### src/rtl/pool_window_feeder_pkg.sv
// Shared pooling constants: pixel width, window size and retired-window counter width.
// Used by the window feeder and the pooling datapath so both agree on geometry.
package pool_window_feeder_pkg;
   localparam int POOL_DATA_W  = 16;
   localparam int POOL_WIN     = 64;
   localparam int POOL_COUNT_W = 16;
   localparam int POOL_IDX_W   = $clog2(POOL_WIN);
endpackage

### src/rtl/pool_window_feeder_bank.sv
// One window of pixel storage: indexed write port, whole-window flattened read-out.
// Storage has no reset; validity is tracked by the owner's full flags.
module pool_bank
   import pool_window_feeder_pkg::*;
#(
   parameter int DATA_W = POOL_DATA_W,
   parameter int WIN    = POOL_WIN,
   parameter int IDX_W  = $clog2(WIN)
) (
   input  logic                  clk,
   input  logic                  wr_en,
   input  logic [IDX_W-1:0]      wr_idx,
   input  logic [DATA_W-1:0]     wr_data,
   output logic [WIN*DATA_W-1:0] rd_data
);

   logic [DATA_W-1:0] mem [WIN];

   always_ff @(posedge clk) begin
      if (wr_en) mem[wr_idx] <= wr_data;
   end

   for (genvar k = 0; k < WIN; k++) begin : g_rd
      assign rd_data[k*DATA_W +: DATA_W] = mem[k];
   end

endmodule

### src/rtl/pool_window_feeder.sv
// Ping-pong window buffer: fills one bank pixel by pixel while the other is presented whole.
// pool_en rises one cycle after the last pixel; in_ready drops only when the write bank is still full.
module pool_window_feeder
   import pool_window_feeder_pkg::*;
#(
   parameter int DATA_W = POOL_DATA_W,
   parameter int WIN    = POOL_WIN
) (
   input  logic                    clk,
   input  logic                    rst,
   input  logic                    in_valid,
   output logic                    in_ready,
   input  logic [DATA_W-1:0]       in_data,
   input  logic                    flush,
   output logic                    pool_en,
   output logic [WIN*DATA_W-1:0]   win_data,
   input  logic                    win_ack,
   output logic [POOL_COUNT_W-1:0] win_count
);

   localparam int CNT_W = $clog2(WIN);

   logic [1:0]              full;
   logic                    wsel;
   logic                    rsel;
   logic [CNT_W-1:0]        cnt;
   logic [POOL_COUNT_W-1:0] win_cnt_q;
   logic [WIN*DATA_W-1:0]   bank_rd [2];

   logic accept;
   logic last;
   logic retire;

   assign in_ready  = !full[wsel];
   assign accept    = in_valid && in_ready;
   assign last      = accept && (cnt == CNT_W'(WIN - 1));
   assign retire    = pool_en && win_ack;
   assign pool_en   = full[rsel];
   assign win_data  = bank_rd[rsel];
   assign win_count = win_cnt_q;

   for (genvar b = 0; b < 2; b++) begin : g_bank
      pool_bank #(
         .DATA_W (DATA_W),
         .WIN    (WIN),
         .IDX_W  (CNT_W)
      ) u_bank (
         .clk     (clk),
         .wr_en   (accept && !flush && (wsel == 1'(b))),
         .wr_idx  (cnt),
         .wr_data (in_data),
         .rd_data (bank_rd[b])
      );
   end

   // A completion only targets an empty bank and a retire only a full one, so they never collide.
   always_ff @(posedge clk or posedge rst) begin
      if (rst) begin
         full      <= 2'b00;
         wsel      <= 1'b0;
         rsel      <= 1'b0;
         cnt       <= '0;
         win_cnt_q <= '0;
      end else if (flush) begin
         full <= 2'b00;
         wsel <= 1'b0;
         rsel <= 1'b0;
         cnt  <= '0;
      end else begin
         if (accept) cnt <= last ? '0 : cnt + 1'b1;
         if (last) begin
            full[wsel] <= 1'b1;
            wsel       <= ~wsel;
         end
         if (retire) begin
            full[rsel] <= 1'b0;
            rsel       <= ~rsel;
            win_cnt_q  <= win_cnt_q + 1'b1;
         end
      end
   end

endmodule

### config.mk
export PLATFORM = sky130hd
export DESIGN_NAME = pool_window_feeder
export DESIGN_NICKNAME = d
export VERILOG_FILES = /design/src/rtl/pool_window_feeder_pkg.sv /design/src/rtl/pool_window_feeder_bank.sv /design/src/rtl/pool_window_feeder.sv
export SDC_FILE = /design/constraint.sdc
export NUM_CORES = 2
export LEC_CHECK = 0
export CORE_MARGIN = 5
export CORE_UTILIZATION = 40
export CTS_BUF_LIST = sky130_fd_sc_hd__clkbuf_2
export CTS_CLUSTER_SIZE = 16
export DETAILED_ROUTE_END_ITERATION = 8
export GPL_TIMING_DRIVEN = 1
export PLACE_DENSITY = 0.7
export SLEW_MARGIN = 10
export SYNTH_ARGS = -nofsm -noshare
export SYNTH_HDL_FRONTEND = slang
export SYNTH_SLANG_ARGS = --single-unit
export TNS_END_PERCENT = 100
### constraint.sdc
create_clock -name clk -period 3.9 [get_ports clk]
set_clock_uncertainty 0.2 [all_clocks]
set_input_delay 0.585 -clock clk [delete_from_list [all_inputs] [get_ports clk]]
set_output_delay 0.585 -clock clk [all_outputs]
set_load 0.01 [all_outputs]
* Word level (Yosys, flattened, before mapping)
Memory sizes are Yosys's and may differ from the RTL's.
Cells that the tools add are included.
** Operators by class
- Add/sub/neg operators :: 2
- $mul :: 0
- Divide/modulo/power cells :: 0
- Magnitude comparators :: 5
- Equality and inequality tests :: 1
- Shift operators :: 0
- Multiplexer cells :: 26
- Bitwise operators :: 7
- Reductions and logical operators :: 14
** Operator list (number)
- 2-to-1 mux 1024 bit :: 3
- 2-to-1 mux 6 bit :: 3
- adder 16 x 1 -> 16 bit, second input constant :: 1
- 2-to-1 mux 1 bit :: 14
- logical AND 1 bit :: 8
- 2-to-1 mux 2 bit :: 4
- adder 6 x 1 -> 6 bit, second input constant :: 1
- equality test 6 bit, second input constant :: 1
- nonzero test 2 bit :: 3
- < comparator 1 x 2 -> 1 bit, second input constant :: 2
- inverter 1 bit :: 3
- AND 2 bit :: 1
- demux 1 bit (select 1 bit) :: 2
- greater-or-equal comparator 1 bit, second input constant :: 2
- greater-or-equal comparator 2 bit, second input constant :: 1
- logical NOT 1 bit :: 2
- inverter 1 -> 2 bit :: 1
- inverter 2 bit :: 1
- OR 2 bit :: 1
- AND reduction 2 bit :: 1
** Storage, ports and cells
- Flip-flop bits (word level) :: 26
- Latch bits :: 0
- Bits in writable memories :: 2048
- ROM bits :: 0
- Input bits :: 21
- Output and inout port bits :: 1042
- Word-level logic and storage cells :: 62
- Memories :: 2
** Memory list
- g_bank[0].u_bank.mem :: depth 64, width 16, read ports 64, clocked after memory_dff 0, write ports 1, line pool_window_feeder_bank.sv:17 : logic [DATA_W-1:0] mem [WIN];
- g_bank[1].u_bank.mem :: depth 64, width 16, read ports 64, clocked after memory_dff 0, write ports 1, line pool_window_feeder_bank.sv:17

* Longest topological paths before layout
- Depth after elaboration :: 10
- Gate-level depth with buffers :: 6
- Depth with buffers taken out :: 5

* Cells and area by module
A second synthesis with hierarchy kept.
** Second synthesis, totals
- Cells, all modules :: 3499
- Area total of the unflattened synthesis :: 75866.5 um^2
** Modules (own cells, without submodules)
- pool_bank :: times used 2, cells each 1122, area each 31277.5 um^2, seq. area each 30749.5 um^2
- pool_window_feeder :: times used 1, cells each 1255, area each 13311.5 um^2, seq. area each 650.6 um^2

* Worst setup path before layout
Ideal clock, no wire load.
- Path type :: input to register
- Start :: input port in_valid
- End :: memory g_bank[1].u_bank.mem[27][0] (netlist name) (enable)
- Setup time :: 0.389 ns
- Arrival time :: 2.143 ns
- Data required time :: 3.311 ns
- Setup slack :: 1.168 ns
- Stages :: 4
- Buffers on the path :: 0
- Cells stage by stage :: inv_1 -> nor4b_4 -> nand4_1 -> nor2_1
** On the way
- Word-level cells in the longest chain between the ends :: 5
** RTL lines
- from (decl) :: line pool_window_feeder.sv:11 : input logic in_valid,
- logical AND 1 bit :: line pool_window_feeder.sv:35 : assign accept = in_valid && in_ready;
- logical AND 1 bit (2 in a row) :: line pool_window_feeder.sv:49 : .wr_en (accept && !flush && (wsel == 1'(b))),
- 2-to-1 mux 1 bit :: line pool_window_feeder_bank.sv:20 : if (wr_en) mem[wr_idx] <= wr_data;
- 2-to-1 mux 1 bit (implied by the code) :: line pool_window_feeder_bank.sv:20
- to (decl) :: line pool_window_feeder_bank.sv:17
No other way between the ends.

* Worst setup path in the final report
- Start :: register rsel
- End :: output port win_data[834]
** On the way
- Word-level cells in the longest chain between the ends :: 4
** RTL lines
- from (decl) :: line pool_window_feeder.sv:25 : logic rsel;
- from (signal assigned) :: line pool_window_feeder.sv:77 : rsel <= ~rsel;
- inverter 1 -> 2 bit (implied by the code) :: line pool_window_feeder.sv:39 : assign win_data = bank_rd[rsel];
- 2-to-1 mux 1024 bit (implied by the code) (3 in a row) :: line pool_window_feeder.sv:39
- to (decl) :: line pool_window_feeder.sv:16 : output logic [WIN*DATA_W-1:0] win_data,
No other way between the ends. The select of a mux whose other input is x is not followed.

==> flow_summary.ini <==
[run_status]
status = finished, violations left
failed_checks = setup timing

[synth]
synthMuxAreaShare_pct = 15.3
synth_edf_count = 2048
async_reset_ff_share_pct = 1.25
ys_types = 41
ys_seq_elements = 2074
synth_top_family_by_area = multiplexers
synth_compound_area_share_pct = 0.0909
syn_area_um2 = 75700
synthAdderAreaFrac_pct = 0.0331
synth-simple-area-share_pct = 1.33
yosys.area_share.xor_xnor_pct = 0.220
synth_cells = 3491
ys_seq_area_share_pct = 82.1
synth_ff_type = edfxtp_1
syn_nets = 3514
syn_area_per_cell_um2 = 21.7
yosys_warnings = 0

[critical_path]
crit_top_cell = buf_16
path_delay_family = buffers and inverters
crit_path_top_delay_cell = dfrtp_4
path_max_fanout = 23
path_cells = buf_16 > buf_12 > buf_16 > mux2_2 > clkdlybuf4s50_1
arrival_ps = 3750
path_buf_inv = 4
crit_path_max_incr_delay_ps = 510
worstSetupStartpointType = flop
crit_required_ps = 3120
rrSetupSlack_ps = 670
setup.worst_path.end_class = output pin
critical_path_class = reg -> out

[hold_path]
hold_path.class = reg -> reg

[route]
post_drt_wl_per_cell_um = 29.6
num_vias = 42800
drtPass1Iterations = 5
wirelength_um = 244000
routed_via_density = 5.18
drc = 0
drt_iter0_drc = 3457
ant_nets = 0

[job]
drv_cap = 0

[clock_tree]
clkLatencyLatePin_ps = 1780
cts_tree = yes
clock_path_buffers = 4
cts_htree_levels = 6
clkTransAtPathRegs_ps = 100
cts_root_buf = clkbuf_2
clock_sinks = 2074
cts_buffers = 536

[floorplan]
die_x_um = 445
rows = 159
core_um2 = 188000
start_util_pct = 40.2
io-pin-count = 1063
die_y_um = 445
design.die.area_um2 = 198000

[sta]
finalHoldViolCount = 0
tightest_slew_ps = 1200
slew_headroom_pct = 19.8
setup_viol = 1026
drv_slew = 0
rsz0062_at_grt = true
max_freq_mhz = 220
setup_ws_ps = -637
fin_crit_ps = 4540
hold_slack_ps = 291
post-route-period-util_pct = 116

[power_and_ir_drop]
fin_total_pwr_mw = 39.8
peakVddDrop_mv = 0.286
p_per_area_nw_per_um2 = 401
leakagePower_nw = 35.3

[grt]
grt_max_degree = 129
grt_pass1_vias = 42800
antenna_found_initial = 14
grt_overflow = 0
grt_pass1_wl_um = 328000
grt_usage_pct = 23.6

[placement]
gp_congestion = 0.816
portBuffers = 1062
dp_slack_ps = -278
dp_hpwl_um = 148000
dpl.cell_count = 7161

[layout]
drive_gt1_share_pct = 43.1
final_nets = 5428
fin_cells = 8261
area_growth_pct = 31.0
==> flip-flops by register name (all words and copies together), names as in the netlist <==
name               count
full                   2
wsel                   1
rsel                   1
cnt                    6
g_bank.u_bank.mem   2048
win_count             16
==> per-stage QoR <==
stage | utilization [%] | instance area [µm²] | setup TNS, ps
floorplan | - | 75700 | 0
global placement | 48.5 | 91200 | -12620
detailed placement | 48.5 | 91200 | -14760
CTS | 52.1 | 97900 | -902110
global route | 52.7 | 99100 | -783590
finish | 52.7 | 99100 | -455390
==> worst paths after layout <==
kind / endpoint / cells past startpoint / startpoint
setup / recovery: win_data[834] / 5 / rsel
hold / removal: win_count[15] / 1 / win_count[15]
setup reg to reg: g_bank[0].u_bank.mem[15][11] / 5 / full[0]
hold reg to reg: win_count[15] / 1 / win_count[15]
max in group asynchronous: rsel / 4 / rst
min in group asynchronous: cnt[5] / 4 / rst
==> metal layers <==
metal	vias to the layer above	track usage [%]	routed length, µm
li1	18000	-	-
met1	22200	27.6	88700
met2	2227	40.8	125000
met3	452	6.02	18800
met4	0	11.1	12000
met5	-	0	0
==> logic make-up after synthesis <==
logic type / Yosys count
DFF: 2074
muxes: 1027
and+or+nand+nor: 214
buffers and inverters: 145
xor gates and xnor gates: 19
AOI/OAI and AO/OA: 10
adders and majority gates: 2
==> cell type report <==
cell class	instances	area, µm²
fill	14800	88900
sequential	2074	62200
timing repair buffer	1503	16000
multi-input combinational	1272	13200
clock buffer	763	3820
tap	2495	3120
clock inverter	121	773
inverter	18	67.6
antenna	15	37.5
==> cell usage in the layout, fill, tap and decap left out, types with 9 or more instances in the layout <==
cell type / count
buf_6: 77
nor3_1: 9
mux2_2: 964
nand2_1: 22
inv_2: 12
clkinv_2: 15
clkbuf_2: 804
buf_4: 264
clkdlybuf4s50_1: 582
nor2_2: 33
buf_12: 62
edfxtp_1: 2048
inv_1: 17
dlygate4sd2_1: 126
dlygate4sd3_1: 55
mux2_4: 63
clkbuf_16: 17
dfrtp_1: 25
clkinv_1: 76
xor2_1: 9
buf_16: 46
bufinv_16: 10
xnor2_1: 10
buf_2: 49
nor2_1: 106
diode_2: 15
clkdlybuf4s15_2: 33
dlymetal6s2s_1: 144
==> cell usage after synthesis (2+ instances only) <==
cell	number	area share, %
dfrtp_1	26	0.86
buf_1	2	0.0099
buf_2	112	0.74
inv_1	17	0.084
nand2_1	22	0.11
mux2_2	1026	15
clkbuf_1	13	0.064
nand3b_1	5	0.050
xor2_1	9	0.10
nand4_1	6	0.050
a21oi_1	4	0.026
edfxtp_1	2048	81
nor2_1	140	0.69
nand3_1	10	0.066
and4_1	2	0.023
and3_1	2	0.017
xnor2_1	10	0.12
or3b_2	4	0.046
nor3_1	9	0.060
or3_1	2	0.017
ha_1	2	0.033
==> repair_timing <==
item	in CTS	in global routing
endpoints found under the hold margin	2455	0
hold buffers	66	0
buffers inserted	39	57
setup endpoints to repair	1042	1041
cloned	26	19
gates resized for setup	723	460
==> power by group <==
group / internal [mW] / switching (mW)
registers: 24.5 / 0.00920
clock network: 5.87 / 8.60
logic: 0.183 / 0.661
total: 30.5 / 9.27
No activity file was read; power rests on OpenSTA's default activity.
